==> src/rtl/adaboost_weak_learner.sv <==
// adaboost_weak_learner
// One AdaBoost weak learner. It holds a signed weight memory and computes
// sign(sum_k data_k * w_k + bias) over NFEAT ternary features. The result is
// reported as +1 or -1.
//
// Ports
//   clk        clock; all state changes on the rising edge
//   rst        asynchronous, active-low reset
//   en         start request, sampled in IDLE
//   write      weight write strobe (ignored while accumulating)
//   read       weight readback strobe (ignored while accumulating)
//   address    write/readback address
//   weight_in  signed weight to write
//   weight_out registered readback data
//   load_done  sticky flag: the last entry (NFEAT-1) has been written
//   data       feature: 01 = +1, 11 = -1, 00/10 = 0
//   bias       signed bias, sign-extended into the accumulator
//   result     00 = busy/none, 01 = +1 class, 11 = -1 class
//   ready      high while result is valid
module adaboost_weak_learner #(
  parameter int unsigned NFEAT = 32,
  parameter int unsigned AW    = 5,
  parameter int unsigned WW    = 9,
  parameter int unsigned ACCW  = 16
) (
  input  logic                 clk,
  input  logic                 rst,
  input  logic                 en,
  input  logic                 write,
  input  logic                 read,
  input  logic [AW-1:0]        address,
  input  logic signed [WW-1:0] weight_in,
  output logic signed [WW-1:0] weight_out,
  output logic                 load_done,
  input  logic [1:0]           data,
  input  logic signed [WW-1:0] bias,
  output logic [1:0]           result,
  output logic                 ready
);

  typedef enum logic [1:0] {StIdle, StAccum, StBias, StDone} state_e;

  state_e                 state_q, state_d;
  logic [AW-1:0]          k_q, k_d;
  logic signed [ACCW-1:0] acc_q, acc_d;
  logic [1:0]             result_q, result_d;
  logic                   ready_q, ready_d;
  logic signed [WW-1:0]   weight_out_q;
  logic                   load_done_q;

  logic signed [WW-1:0]   mem [NFEAT];

  logic                   in_accum;
  logic                   mem_we;
  logic signed [WW-1:0]   w_k;
  logic signed [ACCW-1:0] w_ext, bias_ext, prod, sum;

  // The memory port is owned by the classifier while accumulating.
  assign in_accum = (state_q == StAccum);
  assign mem_we   = write && !in_accum;

  assign w_k      = mem[k_q];
  assign w_ext    = {{(ACCW-WW){w_k[WW-1]}}, w_k};
  assign bias_ext = {{(ACCW-WW){bias[WW-1]}}, bias};
  assign sum      = acc_q + bias_ext;

  // Ternary feature times weight: only 01 and 11 contribute.
  always_comb begin
    prod = '0;
    case (data)
      2'b01:   prod = w_ext;
      2'b11:   prod = -w_ext;
      default: prod = '0;
    endcase
  end

  // Weight storage is deliberately not reset.
  always_ff @(posedge clk) begin
    if (mem_we) begin
      mem[address] <= weight_in;
    end
  end

  // Readback sees the pre-write value when read and write hit the same address.
  always_ff @(posedge clk or negedge rst) begin
    if (!rst) begin
      weight_out_q <= '0;
      load_done_q  <= 1'b0;
    end else begin
      if (read && !in_accum) begin
        weight_out_q <= mem[address];
      end
      if (mem_we && (address == AW'(NFEAT - 1))) begin
        load_done_q <= 1'b1;
      end
    end
  end

  always_ff @(posedge clk or negedge rst) begin
    if (!rst) begin
      state_q  <= StIdle;
      k_q      <= '0;
      acc_q    <= '0;
      result_q <= 2'b00;
      ready_q  <= 1'b0;
    end else begin
      state_q  <= state_d;
      k_q      <= k_d;
      acc_q    <= acc_d;
      result_q <= result_d;
      ready_q  <= ready_d;
    end
  end

  always_comb begin
    state_d  = state_q;
    k_d      = k_q;
    acc_d    = acc_q;
    result_d = result_q;
    ready_d  = ready_q;
    unique case (state_q)
      StIdle: begin
        if (en) begin
          state_d  = StAccum;
          k_d      = '0;
          acc_d    = '0;
          result_d = 2'b00;
          ready_d  = 1'b0;
        end
      end
      StAccum: begin
        acc_d = acc_q + prod;
        k_d   = k_q + 1'b1;
        if (k_q == AW'(NFEAT - 1)) begin
          state_d = StBias;
        end
      end
      StBias: begin
        // A sum of exactly zero classifies as +1.
        result_d = sum[ACCW-1] ? 2'b11 : 2'b01;
        ready_d  = 1'b1;
        state_d  = StDone;
      end
      StDone: begin
        if (!en) begin
          state_d = StIdle;
        end
      end
      default: state_d = StIdle;
    endcase
  end

  assign weight_out = weight_out_q;
  assign load_done  = load_done_q;
  assign result     = result_q;
  assign ready      = ready_q;

endmodule

==> config.mk <==
export PLATFORM = sky130hd
export DESIGN_NAME = adaboost_weak_learner
export DESIGN_NICKNAME = d
export VERILOG_FILES = /design/src/rtl/adaboost_weak_learner.sv
export SDC_FILE = /design/constraint.sdc
export NUM_CORES = 1
export LEC_CHECK = 0
export CAP_MARGIN = 40
export CORE_UTILIZATION = 40
export DETAILED_ROUTE_END_ITERATION = 8
export GPL_ROUTABILITY_DRIVEN = 0
export HOLD_SLACK_MARGIN = 0.05
export PLACE_DENSITY = 0.53
export SYNTH_ARGS = -nofsm -noshare
export SYNTH_HDL_FRONTEND = slang
export SYNTH_SLANG_ARGS = --single-unit
==> constraint.sdc <==
create_clock -name clk -period 8.3 [get_ports clk]
set_input_delay 2.075 -clock clk [delete_from_list [all_inputs] [get_ports clk]]
set_output_delay 2.075 -clock clk [all_outputs]
set_load 0.01 [all_outputs]
==> impl_metrics.tcl <==
set metrics [dict create \
    vias 9670 \
    critical_path_class "reg -> reg" \
    wire_per_inst_um 28.7 \
    avgSynthCellArea_um2 16.3 \
    cp-end-kind "flip-flop" \
    final.setup.tns_ns 0 \
    antenna_found_initial 0 \
    rsz0062_at_grt "false" \
    syn_inst 992 \
    fmax_ghz 0.187 \
    cts-root-buf "clkbuf_16" \
    regToRegSetupSlack_ns 2.94 \
    grt_max_degree 56 \
    die_x_um 203 \
    via_per_inst 5.98 \
    cp.arrival_ns 5.77 \
    final_common_cell "edfxtp_1" \
    syn_area_um2 16200 \
    power_density_nw_per_um2 266 \
    coreArea_um2 39800 \
    fin_nets 1134 \
    fin_skew_ns 0.0152 \
    postCtsHoldBufs 0 \
    ys_seq_area_share_pct 58.8 \
    use_met1_pct 32.3 \
    drtAntennaViolNets 0 \
    hp-start "load_done" \
    leakage_uw 0.00634 \
    std_cell_rows 73 \
    cp_max_fo 37 \
    finalWirelength_um 46400 \
    cp-start-kind "flip-flop" \
    drv_cap 0 \
    synth_top_area_share_pct 53.4 \
    cts-resized-gates 0 \
    grt_usage_pct 23.0 \
    synthToLayoutAreaGrowth_pct 14.6 \
    holdCritPathClass "reg -> reg" \
    status "complete, no violations" \
    dpl-instance-area_um2 17400 \
    drive_gt1_share_pct 23.1 \
    htreeDepth 2 \
    clockBufferDepth 3 \
    synth_cell_types 62 \
    holdPathStages 1 \
    io-pin-count 43 \
    grt_use_met3_pct 3.44 \
    drc_errors 0 \
    vdd_drop_max_mv 0.155 \
    met2_usage_pct 37.6 \
    antenna_cells 0 \
    tightest_slew_ns 0.913 \
    setup_viol 0 \
    clk_pin_slew_ns 0.06 \
    final_area_um2 18600 \
    overflow 0 \
    synth_seq_cells 323 \
    dieArea_um2 41300 \
    first_global_vias 9725 \
    port-buffer-count 42 \
    fillers 3504 \
    drt_iter0_drc 1122 \
    fin_crit_sh_pct 64.6 \
    finalHoldViolations 0 \
    ys_warn_count 0 \
    firstDrtPassIters 7 \
    yosys_most_used_dff "edfxtp_1" \
    relSlewSlack_pct 39.0 \
    reg2reg_depth 17 \
    synth-edff-count 288 \
    synthesis.nets 1059 \
    dp_hpwl_um 32700 \
    fin_crit_ns 5.36 \
    layout_common_cells "288 x edfxtp_1, 117 x mux4_2, 57 x nor2_1" \
    r2r-start "k_q[0]" \
    clock_latency_ns 0.56 \
    grt_pass1_wl_um 67900 \
    postCtsSetupBuffers 0 \
    whs_endpoint "load_done" \
    busiest_layer "met2" \
    die_h_um 203 \
    synth_area_leaders "edfxtp_1 53%, mux4_2 16%, dfrtp_1 5.4%" \
    r2r-end "acc_q[12]" \
    synth_top_area_cell "edfxtp_1" \
    slew_violations 0 \
    cp.required_ns 8.71 \
    async_flop_share_pct 10.8 \
    cts_tree "yes" \
    cts_buffers 37 \
    start_util_pct 40.7 \
    clock-sinks 323 \
]
[flip-flops by register name, indices dropped and copies added (netlist names)]
signal	count
state_q	2
load_done	1
result	2
weight_out	9
acc_q	16
k_q	5
mem	288
[cell families after synthesis]
family	Yosys count	share of synthesized area, %
mux	190	22.3
compound gates	178	7.42
simple gates	163	4.78
fa+ha+maj	37	2.90
xor+xnor	21	1.18
flops	323	58.8
buf+inv	80	2.63
[critical path, stage by stage (launching register included)]
cell      delay (ns)
dfrtp_4         0.69
buf_4           0.64
mux4_2          0.59
a21oi_1         0.29
a22o_1          0.28
ha_1            0.27
a21oi_1         0.15
nor2_1          0.09
fa_1            0.46
a21o_1          0.18
a21oi_1         0.23
o21bai_1        0.09
a21oi_1         0.20
o21ai_0         0.25
a311o_1         0.38
a21oi_1         0.18
xnor2_1         0.13
o21ai_0         0.08
[routing by layer]
metal  share of wire, %  up-vias
li1                   -     4237
met1                 43     5022
met2                 49      350
met3                6.4       61
met4                2.1        0
met5                  0        -
[worst max-delay path by stage]
stage / start / endpoint / slack (ns) / depth (start not counted)
floorplan: data[0] / acc_q[12] / 3.48 / 14
global placement: data[1] / acc_q[12] / 2.78 / 14
detailed placement: data[1] / acc_q[12] / 2.78 / 14
CTS: k_q[0] / acc_q[12] / 2.89 / 17
global route: k_q[0] / acc_q[14] / 2.49 / 20
finish: k_q[0] / acc_q[12] / 2.94 / 17
[layout make-up]
type,instances,area (um2),area share (%)
Sequential cell,323,9530,51.3
Multi-Input combinational cell,589,6250,33.7
Clock buffer,45,977,5.26
Timing Repair Buffer,97,876,4.72
Tap cell,525,657,3.54
Clock inverter,20,204,1.10
Inverter,19,71.3,0.384
[through the flow]
stage | std cells | power, uW | setup slack (ns) | hold slack, ns | util, %
final | 1618 | 4930 | 2.94 | 0.478 | 46.6
after global routing | 1618 | 5160 | 2.49 | 0.506 | 46.6
after global placement | 1524 | 3350 | 2.78 | 0.462 | 43.0
after detailed placement | 1553 | 3360 | 2.78 | 0.468 | 43.7
after CTS | 1618 | 4970 | 2.89 | 0.482 | 46.6
after floorplan | 992 | 2960 | 3.48 | 0.479 | -
[where the power goes]
part	switching [uW]	internal [uW]	total, uW	leakage (uW)
Sequential	97.0	1860	1950	0.00304
Combinational	756	618	1370	0.00273
Clock	647	961	1610	0.000578
[synth_stat cells, types with 4 or more instances]
cell,n
a21o_1,10
nand3b_1,6
a22o_1,18
buf_6,4
nand2_1,37
mux2i_1,45
xnor2_1,14
clkbuf_1,24
buf_8,4
nand3_1,17
ha_1,36
nor2_1,59
a221oi_1,7
buf_4,4
a21oi_1,46
mux4_1,13
o221ai_1,15
edfxtp_1,288
mux4_2,117
inv_1,18
buf_1,10
o21ai_0,39
xor2_1,6
or3_1,6
and3_1,4
dfrtp_1,35
buf_2,13
mux2_2,14
nand2b_1,13
a22oi_1,16
nor3_1,7
Power figures use the tool's default switching activity.
